`src/rtl/reel_compositor.sv`:
```
// Slot-machine reel compositor: double-buffered reel positions committed on frame
// boundaries, plus a registered pixel mux of frame, reel sprites and background.

module reel_lane #(
  parameter int CORDW = 16,
  parameter int COLRW = 12,
  parameter int X_LO  = 64,
  parameter int X_W   = 128
) (
  input  logic signed [CORDW-1:0] sx,
  input  logic        [COLRW-1:0] colr,
  input  logic                    inv,
  output logic                    in_x,
  output logic        [COLRW-1:0] colr_out
);
  localparam logic signed [CORDW-1:0] LO = CORDW'(X_LO);
  localparam logic signed [CORDW-1:0] HI = CORDW'(X_LO + X_W);

  // A negative sx never lands in a window, even if the bounds wrapped.
  assign in_x     = !sx[CORDW-1] && (sx >= LO) && (sx < HI);
  assign colr_out = inv ? ~colr : colr;
endmodule

module reel_compositor #(
  parameter int NREELS       = 3,
  parameter int CORDW        = 16,
  parameter int CHANW        = 4,
  parameter int REEL_X0      = 64,
  parameter int REEL_W       = 128,
  parameter int REEL_PITCH   = 192,
  parameter int WIN_Y0       = 128,
  parameter int WIN_Y1       = 352,
  parameter int PAYLINE_Y    = 239,
  parameter int REEL_Y_RST   = 176,
  parameter int BLINK_FRAMES = 16,
  parameter int FRAME_COLR   = 'h333,
  parameter int BG_COLR      = 'hFFF
) (
  input  logic                      clk_pix,
  input  logic                      rst_pix_n,
  input  logic signed [CORDW-1:0]   sx,
  input  logic signed [CORDW-1:0]   sy,
  input  logic                      de,
  input  logic                      hsync,
  input  logic                      vsync,
  input  logic                      frame,
  input  logic                      upd_valid,
  output logic                      upd_ready,
  input  logic [NREELS*CORDW-1:0]   upd_y,
  input  logic [NREELS-1:0]         upd_win,
  output logic [NREELS*CORDW-1:0]   spry,
  output logic [NREELS-1:0]         win_act,
  input  logic [NREELS*3*CHANW-1:0] spr_colr,
  input  logic [NREELS-1:0]         drawing_spr,
  output logic                      commit,
  output logic [CHANW-1:0]          vga_r,
  output logic [CHANW-1:0]          vga_g,
  output logic [CHANW-1:0]          vga_b,
  output logic                      vga_hs,
  output logic                      vga_vs
);
  localparam int COLRW = 3 * CHANW;
  localparam int FCW   = (BLINK_FRAMES > 1) ? $clog2(BLINK_FRAMES) : 1;

  localparam logic [0:0] EMPTY   = 1'b0;
  localparam logic [0:0] PENDING = 1'b1;

  localparam logic        [CORDW-1:0] Y_RST   = CORDW'(REEL_Y_RST);
  localparam logic signed [CORDW-1:0] WY0     = CORDW'(WIN_Y0);
  localparam logic signed [CORDW-1:0] WY1     = CORDW'(WIN_Y1);
  localparam logic signed [CORDW-1:0] PAY_Y   = CORDW'(PAYLINE_Y);
  localparam logic        [COLRW-1:0] FRAME_C = COLRW'(FRAME_COLR);
  localparam logic        [COLRW-1:0] BG_C    = COLRW'(BG_COLR);
  localparam logic        [FCW-1:0]   FC_LAST = FCW'(BLINK_FRAMES - 1);

  logic [0:0]               state;
  logic [NREELS*CORDW-1:0]  shadow_y;
  logic [NREELS-1:0]        shadow_win;
  logic [FCW-1:0]           fcnt;
  logic                     blink;

  assign upd_ready = (state == EMPTY);

  // Shadow takes the request; live registers only move on a frame pulse so a
  // frame never mixes old and new reel positions.
  always_ff @(posedge clk_pix) begin
    if (!rst_pix_n) begin
      state      <= EMPTY;
      shadow_y   <= '0;
      shadow_win <= '0;
      spry       <= {NREELS{Y_RST}};
      win_act    <= '0;
      commit     <= 1'b0;
    end else begin
      commit <= 1'b0;
      case (state)
        EMPTY: if (upd_valid) begin
          shadow_y   <= upd_y;
          shadow_win <= upd_win;
          state      <= PENDING;
        end
        default: if (frame) begin
          spry    <= shadow_y;
          win_act <= shadow_win;
          commit  <= 1'b1;
          state   <= EMPTY;
        end
      endcase
    end
  end

  always_ff @(posedge clk_pix) begin
    if (!rst_pix_n) begin
      fcnt  <= '0;
      blink <= 1'b0;
    end else if (frame) begin
      if (fcnt == FC_LAST) begin
        fcnt  <= '0;
        blink <= ~blink;
      end else begin
        fcnt <= fcnt + 1'b1;
      end
    end
  end

  logic [NREELS-1:0]             in_x;
  logic [NREELS-1:0][COLRW-1:0]  lane_colr;

  for (genvar i = 0; i < NREELS; i++) begin : g_lane
    reel_lane #(
      .CORDW (CORDW),
      .COLRW (COLRW),
      .X_LO  (REEL_X0 + i * REEL_PITCH),
      .X_W   (REEL_W)
    ) u_lane (
      .sx       (sx),
      .colr     (spr_colr[i*COLRW +: COLRW]),
      .inv      (win_act[i] & blink),
      .in_x     (in_x[i]),
      .colr_out (lane_colr[i])
    );
  end

  logic in_row;
  logic drawing_frame;
  logic [COLRW-1:0] pix;

  assign in_row        = !sy[CORDW-1] && (sy >= WY0) && (sy < WY1);
  assign drawing_frame = (sy != PAY_Y) && (!in_row || !(|in_x));

  // Walk from the top reel down so the lowest opaque index wins.
  always_comb begin
    pix = BG_C;
    for (int i = NREELS - 1; i >= 0; i--)
      if (drawing_spr[i]) pix = lane_colr[i];
    if (drawing_frame) pix = FRAME_C;
    if (!de)           pix = '0;
  end

  always_ff @(posedge clk_pix) begin
    if (!rst_pix_n) begin
      {vga_r, vga_g, vga_b} <= '0;
      vga_hs <= 1'b1;
      vga_vs <= 1'b1;
    end else begin
      {vga_r, vga_g, vga_b} <= pix;
      vga_hs <= hsync;
      vga_vs <= vsync;
    end
  end
endmodule

```
`config.mk`:
```
export PLATFORM = sky130hd
export DESIGN_NAME = reel_compositor
export DESIGN_NICKNAME = d
export VERILOG_FILES = /design/src/rtl/reel_compositor.sv
export SDC_FILE = /design/constraint.sdc
export NUM_CORES = 1
export LEC_CHECK = 0
export ABC_AREA = 1
export CORE_AREA = 2 2 114 116
export CTS_CLUSTER_DIAMETER = 30
export DETAILED_ROUTE_END_ITERATION = 16
export DIE_AREA = 0 0 116 118
export PLACE_DENSITY_LB_ADDON = 0.08
export SLEW_MARGIN = 20
export SYNTH_ARGS = -nofsm -noshare
export SYNTH_HDL_FRONTEND = slang
export SYNTH_SLANG_ARGS = --single-unit
```
`constraint.sdc`:
```
create_clock -name clk_pix -period 1.14 [get_ports clk_pix]
set_input_delay 0.285 -clock clk_pix [delete_from_list [all_inputs] [get_ports clk_pix]]
set_output_delay 0.285 -clock clk_pix [all_outputs]
set_load 0.005 [all_outputs]
```
# --- Yosys cells after proc, flatten, opt, wreduce, memory -nomap -nowiden ---
# Cells that the tools add are included.
word_totals:
  reg_bits: 123
  wordCells: 70
  out_inout_bits: 67
classes:
  reduce_logical: 21
  bitwise_logic: 10
  eq_ne: 2
  add_sub_neg: 1
  n_mux: 12
  order_cmp: 8
op_table:
  columns: ["operator", "n"]
  rows:
  - ["$mux 12", 6]
  - ["$not 12->12", 3]
  - ["$ge 16x10->1 const B", 2]
  - ["$lt 16x10->1 const B", 2]
  - ["$ge 16x8->1 const B", 1]
  - ["$ge 16x9->1 const B", 1]
  - ["$lt 16x11->1 const B", 1]
  - ["$lt 16x9->1 const B", 1]
  - ["$ne 16x9->1 const B", 1]
  - ["$mux 10", 1]
  - ["$reduce_and 2->1", 5]
  - ["$logic_and 1x1->1", 9]
  - ["$reduce_or 3->1", 2]
  - ["$add 4x1->4 const B", 1]
  - ["$eq 4x4->1 const B", 1]
  - ["$logic_not 1->1", 4]
  - ["$mux 1", 4]
  - ["$mux 4", 1]
  - ["$not 1->1", 4]
  - ["$and 1x1->1", 3]
  - ["$logic_or 1x1->1", 1]

# --- Longest topological paths before layout ---
# Gate-level depths: netlist of run 1.
logic_depth:
  word_depth: 8
  mapped_depth: 10
  mapped_depth_nobuf: 10

# --- By module ---
# A second synthesis of run 1 with hierarchy kept.
hier_totals:
  hier_cells: 581
  area_unflattened_um2: 4827.1
modules_own_cells:
  columns: ["module", "area_per_inst_um2", "seq_area_each_um2", "cells_each", "n_inst"]
  rows:
  - ["reel_compositor", 4327.9, 2462.4, 504, 1]
  - ["reel_lane (g_lane[2].u_lane)", 178.9, 0.0, 28, 1]
  - ["reel_lane (g_lane[0].u_lane)", 176.4, 0.0, 29, 1]
  - ["reel_lane (g_lane[1].u_lane)", 143.9, 0.0, 20, 1]

# --- Least setup slack after synthesis of run 1 ---
# Ideal clock, no wire load.
synth_path:
  path_kind: "register to register"
  start: "reg blink"
  end: "reg vga_b[2]"
  required_time_ns: 1.023
  stages_incl_launch_ff: 8
  setup_slack_ns: -0.059
  period_less_slack_ns: 1.199
  t_arrival_ns: 1.082
  path_cell_list: "dfxtp_1 -> nand2_2 -> buf_4 -> xnor2_1 -> o211ai_1 -> nand2_1 -> inv_1 -> nor2_1"
synth_via:
  elab_chain_len: 5
  word_cells_on_any_way: 9
  classes_between: "6 x mux; 3 x bitwise"
synth_rtl:
  columns: ["item", "line_no", "source"]
  rows:
  - ["from (decl)", "80", "logic blink;"]
  - ["from (signal assigned)", "119", "blink <= ~blink;"]
  - ["$and 1x1->1", "138", ".inv (win_act[i] & blink),"]
  - ["$mux 12", "21", "assign colr_out = inv ? ~colr : colr;"]
  - ["$mux 12 (2 in a row)", "155", "if (drawing_spr[i]) pix = lane_colr[i];"]
  - ["$mux 12 *", "155", null]
  - ["to (signal assigned)", "166", "{vga_r, vga_g, vga_b} <= pix;"]
  - ["to (decl)", "58", "output logic [CHANW-1:0] vga_b,"]
# Mark *: on every way between the ends. The rest lies on a longest branch, timed or not.
# A chain may end at the register's enable or synchronous reset.

# --- Worst setup path after layout of run 1 ---
layout_path:
  start: "reg win_act[2]"
  end: "out win_act[2]"
layout_lines:
  columns: ["item", "line_no", "source"]
  rows:
  - ["from (decl)", "52", "output logic [NREELS-1:0] win_act,"]
  - ["from (signal assigned)", "104", "win_act <= shadow_win;"]
# No word-level cell between the ends.

==> metrics.md, run 1 <==
| Metric | Value |
|---|---|
| Status | complete, but fails checks |
| Violated checks | setup timing |
| Hold slack | 0.4000 ns |
| WP data arrival | 0.99 ns |
| Syn Std Cell Area | 4790 um^2 |
| Vias/cell | 4.907 |
| Filler cells | 1,013 |
| Asr flop ratio synth | 0% |
| Top cells by count, synth | nor2_1, dfxtp_1, o21ai_0, nand2_1, a22o_1 |
| YS warnings | 0 |
| HPWL Detailed | 10.26 mm |
| Slew headroom | 65.13% |
| Global-route usage over all layers | 22.57% |
| Final min period | 1.273 ns |
| Final Max Slew Viols | 0 |
| Final worst slack | -0.1328 ns |
| Switching part of the total | 23.93% |
| Synth area leader | dfxtp_1 |
| Leak | 3.877 nW |
| Synth-to-Final Area Change | 80.54% |
| Num ports | 196 |
| Clock transition at path regs | 0.05 ns |
| Cell with the most instances after synthesis | nor2_1 |
| Placed cell area | 7101 um^2 |
| Slowest stage cell, crit path | dfxtp_4 |
| Starting Density | 38.58% |
| Top post-synthesis cells by area | dfxtp_1, nor2_1, a22o_1, o21ai_0, nand2_1 |
| Setup WS pre-CTS | -0.6929 ns |
| Root Driver | clkbuf_16 |
| Die width | 116 um |
| Antenna diodes | 0 |
| Syn_nets | 729 |
| Crit Path Max Fanout | 3 |
| Setup_tns | -8.736 ns |
| CTS Buf Count | 17 |
| Int Power | 9.066 mW |
| Max_cap viols | 0 |
| Worst path max stage delay | 0.37 ns |
| Switch Pwr | 2.851 mW |
| FF+latch count, synth | 123 |
| Global placer's final weighted congestion | 0.8289 |
| Worst setup endpoint | win_act[2] |
| Post-layout util | 69.65% |
| Final instance area | 8647 um^2 |
| Final Hold Viols | 0 |
| Hold Path Class | in -> reg |
| CP cell instances | buf_6 > buf_6 |
| Routed WL per cell | 16.22 um |
| Core Rows | 41 |
| Reg-to-reg startpoint | state |
| DRT Pass-1 Iters | 4 |
| Remaining routing DRC violations | 0 |
| Core Box Area | 12,410 um^2 |
| Yosys cell types | 27 |
| Number of synthesized flops with an enable pin | 0 |
| Reg power frac | 39.6% |
| Share of cells above drive strength 1 | 39.46% |
| First-pass GRT wire length | 24.55 mm |
| CTS tree | built |
| H-tree levels | 4 |
| Flop-to-flop setup slack | -0.13 ns |
| Syn avg cell area | 7.996 um^2 |
| IO buf count | 189 |
| Crit path launch type | register |
| Worst-case reg-to-reg path depth | 6 |
| Worst IR Drop VDD | 0.9590 mV |
| CTS Sinks | 123 |
| WL final | 16.72 mm |
| Primary FF master, synth | dfxtp_1 |
| Routed via count | 5,059 |
| Post-synthesis sequential area ratio | 51.41% |
| Die area | 13,690 um^2 |
| Post-synth top area share | 51.41% |
| RSZ-0062 raised after global routing | yes |
| Fmax | 785.7 MHz |
| Antenna Nets Post-Route | 0 |
| Clock Skew | 0.006429 ns |
| Synthesized instance count | 599 |
| Antenna violations before repair | 0 |
| Critical Path RT | 0.85 ns |
| Vias in the first global route | 5,029 |
| CTS Buffer Depth | 2 |
| Worst slew pin tran | 0.5230 ns |
| DR iter-0 viols | 273 |
| Part of the power in combinational logic | 15.3% |
| RR Endpoint | shadow_y[20] |
| Worst setup EP type | primary output |
| Power density over the cells | 1378 nW/um^2 |
| Final Net Count | 977 |
| Crit path launch | win_act[2] |
| Final Cycle Share | 111.6% |
| Clock latency at the later pin of the worst-skew pair | 0.41 ns |
| Kind of critical path | reg -> out |
| Die Ht | 118 um |
| Most frequent cell on the critical path | buf_6 |
| Clock power share | 45.1% |
| Number of setup violations in the final report | 119 |
| Gr ovfl total | 0 |
| Pin count of the biggest net entering global routing | 30 |
layout by cell type (no fill, tap or decap), drive strengths merged:
master / instances
nor2: 145
buf: 132
dfxtp: 123
clkdlybuf4s50: 107
nand2: 66
o21ai: 65
inv: 43
a22o: 42
clkbuf: 26
a21oi: 22
nand3: 20
or2: 14
dlymetal6s2s: 11
o22a: 9
clkinv: 7
xnor2: 6
o211ai: 6
nor3: 4
bufinv: 3
dlygate4sd2: 3
clkinvlp: 2
o21bai: 1
xor2: 1
ha: 1
worst min-delay path by stage:
stage,endpoint,cells after the start,slack (ns),from
finish,vga_g[0],4,0.40,rst_pix_n
global route,vga_vs,2,0.42,vsync
CTS,fcnt[2],4,0.39,rst_pix_n
detailed placement,spry[34],1,0.45,spry[34]
global placement,spry[45],1,0.46,shadow_y[45]
floorplan,vga_hs,1,0.39,hsync
per-stage QoR:
| stage | cells | power, mW |
|---|---|---|
| after floorplan | 599 | 5.252 |
| after global placement | 965 | 6.085 |
| after detailed placement | 965 | 6.117 |
| after CTS | 1019 | 11.58 |
| after global routing | 1031 | 12.38 |
| final | 1031 | 11.92 |
cells by family (layout without fill, tap and decap cells):
| kind of cell | Yosys count | after routing | synth area share [%] |
|---|---|---|---|
| AO/OA/AOI/OAI | 145 | 145 | 19.51 |
| adder cells (fa/ha/maj) | 1 | 1 | 0.2612 |
| flip-flops | 123 | 123 | 51.41 |
| AND/OR/NAND/NOR | 247 | 249 | 21.08 |
| XOR/XNOR | 7 | 7 | 1.280 |
| buffers and inverters | 76 | 334 | 6.453 |
sequential cells by signal, summed over array words and instances, names as in the netlist, 3 cells and up:
signal / cells
fcnt: 4
shadow_win: 3
shadow_y: 48
spry: 48
vga_b: 4
vga_g: 4
vga_r: 4
win_act: 3
worst max-delay path, delay by kind of cell, from the launching register on:
family	cells	cell delay [ns]
flops	1	0.37
buf+inv	2	0.21
timing repair:
item / in CTS / in global routing
gates cloned: 5 / 9
endpoints found under the hold margin: 0 / 0
gates resized for setup: 386 / 192
setup buffers: 18 / 3
pin swaps: 6 / 81
setup endpoints to repair: 137 / 177
hold buffers: 0 / 0
power groups by stage:
stage               logic, mW  clock network (mW)  registers, mW
global route             1.96                5.68           4.75
finish                   1.82                5.37           4.72
detailed placement       1.37                   0           4.75
global placement         1.35                   0           4.74
floorplan               0.530                   0           4.72
CTS                      1.49                5.42           4.67
layout make-up:
class                   instances  area [um^2]  share of cell area [%]
repair buffers                260         2684                   31.04
flip-flops and latches        123         2551                   29.50
multi-input cells             402         2430                   28.10
clock buffers                  19        442.9                   5.122
well taps                     172        215.2                   2.489
inverters                      43        176.4                   2.040
clock inverters                12        147.6                   1.707
routing by layer:
metal	vias to the layer above	routed length (um)	global-route usage [%]
met5	-	0	0
met4	0	195	6.324
met3	15	1338	7.724
met2	173	8285	38.52
met1	2379	6900	26.68
li1	2492	-	-
No activity file was read; power rests on OpenSTA's default activity.
==> run 2: changes to the inputs <==
Settings changed: TNS_END_PERCENT set to 1.
==> metrics.md, run 2 (synthesis results as in run 1) <==
| Metric | Value |
|---|---|
| Status | complete, but fails checks (unchanged) |
| Violated checks | setup timing (unchanged) |
| Final min period | 1.269 ns (was 1.273 ns) |
| Final Cycle Share | 111.3% (was 111.6%) |
| DR iter-0 viols | 207 (was 273) |
| Setup WS pre-CTS | -0.6929 ns (unchanged) |
| Global placer's final weighted congestion | 0.8289 (unchanged) |
| CTS Buf Count | 17 (unchanged) |
| Die Ht | 118 um (unchanged) |
| Cell family with most CP delay | flip-flops (unchanged) |
| Final instance area | 7797 um^2 (was 8647 um^2) |
| Antenna Nets Post-Route | 0 (unchanged) |
| Core Box Area | 12,410 um^2 (unchanged) |
| Hold slack | 0.4021 ns (was 0.4000 ns) |
| Remaining routing DRC violations | 0 (unchanged) |
| Filler cells | 1,112 (was 1,013) |
| Die width | 116 um (unchanged) |
| Clock latency at the later pin of the worst-skew pair | 0.41 ns (about the same) |
| Kind of critical path | reg -> out (unchanged) |
| Fmax | 788.2 MHz (was 785.7 MHz) |
| Routed WL per cell | 14.55 um (was 16.22 um) |
| Antenna diodes | 0 (unchanged) |
| WL final | 14.58 mm (was 16.72 mm) |
| Max_cap viols | 0 (unchanged) |
| Most common cell after layout, fill and taps aside | nor2_1 (unchanged) |
| WP data arrival | 0.98 ns (was 0.99 ns) |
| Share of cells above drive strength 1 | 27.59% (was 39.46%) |
| Buf/Inv on CP | 2 (unchanged) |
| Post-layout util | 62.81% (was 69.65%) |
| RSZ-0062 raised after global routing | yes (unchanged) |
| Vias in the first global route | 4,867 (was 5,029) |
| CTS tree | built (unchanged) |
| Critical Path RT | 0.85 ns (about the same) |
| Final worst slack | -0.1287 ns (was -0.1328 ns) |
| Crit path launch type | register (unchanged) |
| Antenna violations before repair | 0 (unchanged) |
| DRT Pass-1 Iters | 5 (was 4) |
| H-tree levels | 4 (unchanged) |
| Slew headroom | 76.42% (was 65.13%) |
| Worst IR Drop VDD | 0.8919 mV (was 0.9590 mV) |
| Final Max Slew Viols | 0 (unchanged) |
| Number of setup violations in the final report | 20 (was 119) |
| HPWL Detailed | 10.26 mm (unchanged) |
| Routed via count | 4,853 (was 5,059) |
| Hold Path Class | in -> reg (unchanged) |
| Power density over the cells | 1458 nW/um^2 (was 1378 nW/um^2) |
| Starting Density | 38.58% (unchanged) |
| Most frequent cells in the layout | nor2_1, clkdlybuf4s50_1, dfxtp_1, nand2_1, o21ai_0 (was nor2_1, clkdlybuf4s50_1, dfxtp_1, dfxtp_2, nand2_1) |
| CP cell instances | buf_6 > buf_6 (unchanged) |
| CTS Buffer Depth | 2 (unchanged) |
| Core Rows | 41 (unchanged) |
| Worst path max stage delay | 0.36 ns (was 0.37 ns) |
| Clock transition at path regs | 0.05 ns (about the same) |
| Synth-to-Final Area Change | 62.80% (was 80.54%) |
| Final Hold Viols | 0 (unchanged) |
| Inst Count DP | 965 (unchanged) |
| Root Driver | clkbuf_16 (unchanged) |
| Worst setup EP type | primary output (unchanged) |
| Setup_tns | -1.235 ns (was -8.736 ns) |
| Num ports | 196 (unchanged) |
| Clock Skew | 0.006130 ns (was 0.006429 ns) |
| Slowest stage cell, crit path | dfxtp_4 (unchanged) |
| Leak | 3.538 nW (was 3.877 nW) |
| Vias/cell | 4.843 (was 4.907) |
| Hold buffer count at CTS | 0 (unchanged) |
| First-pass GRT wire length | 23.36 mm (was 24.55 mm) |
| Die area | 13,690 um^2 (unchanged) |
| Final Net Count | 948 (was 977) |
| Gr ovfl total | 0 (unchanged) |
| Most frequent cell on the critical path | buf_6 (unchanged) |
| CTS Sinks | 123 (unchanged) |
| Placed cell area | 7101 um^2 (unchanged) |
| Fin cells | 1,002 (was 1,031) |
| IO buf count | 189 (unchanged) |
| Pin count of the biggest net entering global routing | 31 (was 30) |
| Top Registers | shadow_y x48, spry x48 (unchanged) |
| Crit Path Max Fanout | 3 (unchanged) |
| Total power | 11.37 mW (was 11.92 mW) |
| Global-route usage over all layers | 21.36% (was 22.57%) |
| Worst slew pin tran | 0.3533 ns (was 0.5230 ns) |
-- run 2: cell types whose count changed in the layout (fill, tap and decap cells not counted), moves of 7 or more --
| cell | delta |
|---|---|
| buf_4 | -7 |
| buf_6 | -9 |
| clkbuf_16 | -7 |
| clkdlybuf4s50_1 | +11 |
| dlymetal6s2s_1 | -10 |
| nor2_1 | +14 |
| nor2_2 | -12 |
| o21ai_0 | +51 |
| o21ai_2 | -50 |
-- run 2: timing repair --
action	CTS	global route
resized for setup	363	39
endpoints found under the hold margin	0	0
setup buffers	4	0
setup endpoints to repair	137	176
pin swaps	5	6
gates cloned	1	1
-- run 2: area by class of cell --
type                       count  area [um^2]  share of cell area, %
tap                          172        215.2                  2.760
clock inverter                12        147.6                  1.893
sequential                   123         2545                  32.64
inverter                      43        163.9                  2.102
clock buffer                  19        442.9                  5.680
timing repair buffer         232         2153                  27.62
multi-input combinational    401         2130                  27.31
-- run 2: layer usage --
metal,share of wire [%],global-route usage [%]
met3,9.3,7.673
met1,42,25.76
met5,0,0
met2,47,35.53
met4,1.5,6.176
-- run 2: worst paths after layout --
kind | startpoint | end | slack, ns | depth (start not counted)
hold reg to reg | spry[46] | spry[46] | 0.46 | 1
setup / recovery | win_act[2] | win_act[2] | -0.13 | 2
setup reg to reg | blink | vga_g[3] | -0.12 | 7
hold / removal | rst_pix_n | vga_g[1] | 0.40 | 4
-- run 2: power breakdown --
group	internal (mW)	leakage (nW)	switching [mW]
combinational	0.775	2.22	0.591
clock	3.47	0.289	1.86
sequential	4.54	1.03	0.129
total	8.78	3.54	2.58
-- run 2: tightest hold or removal path: stages --
cell     delay, ns
buf_2         0.12
buf_4         0.15
nand2_1       0.15
a21oi_1       0.06
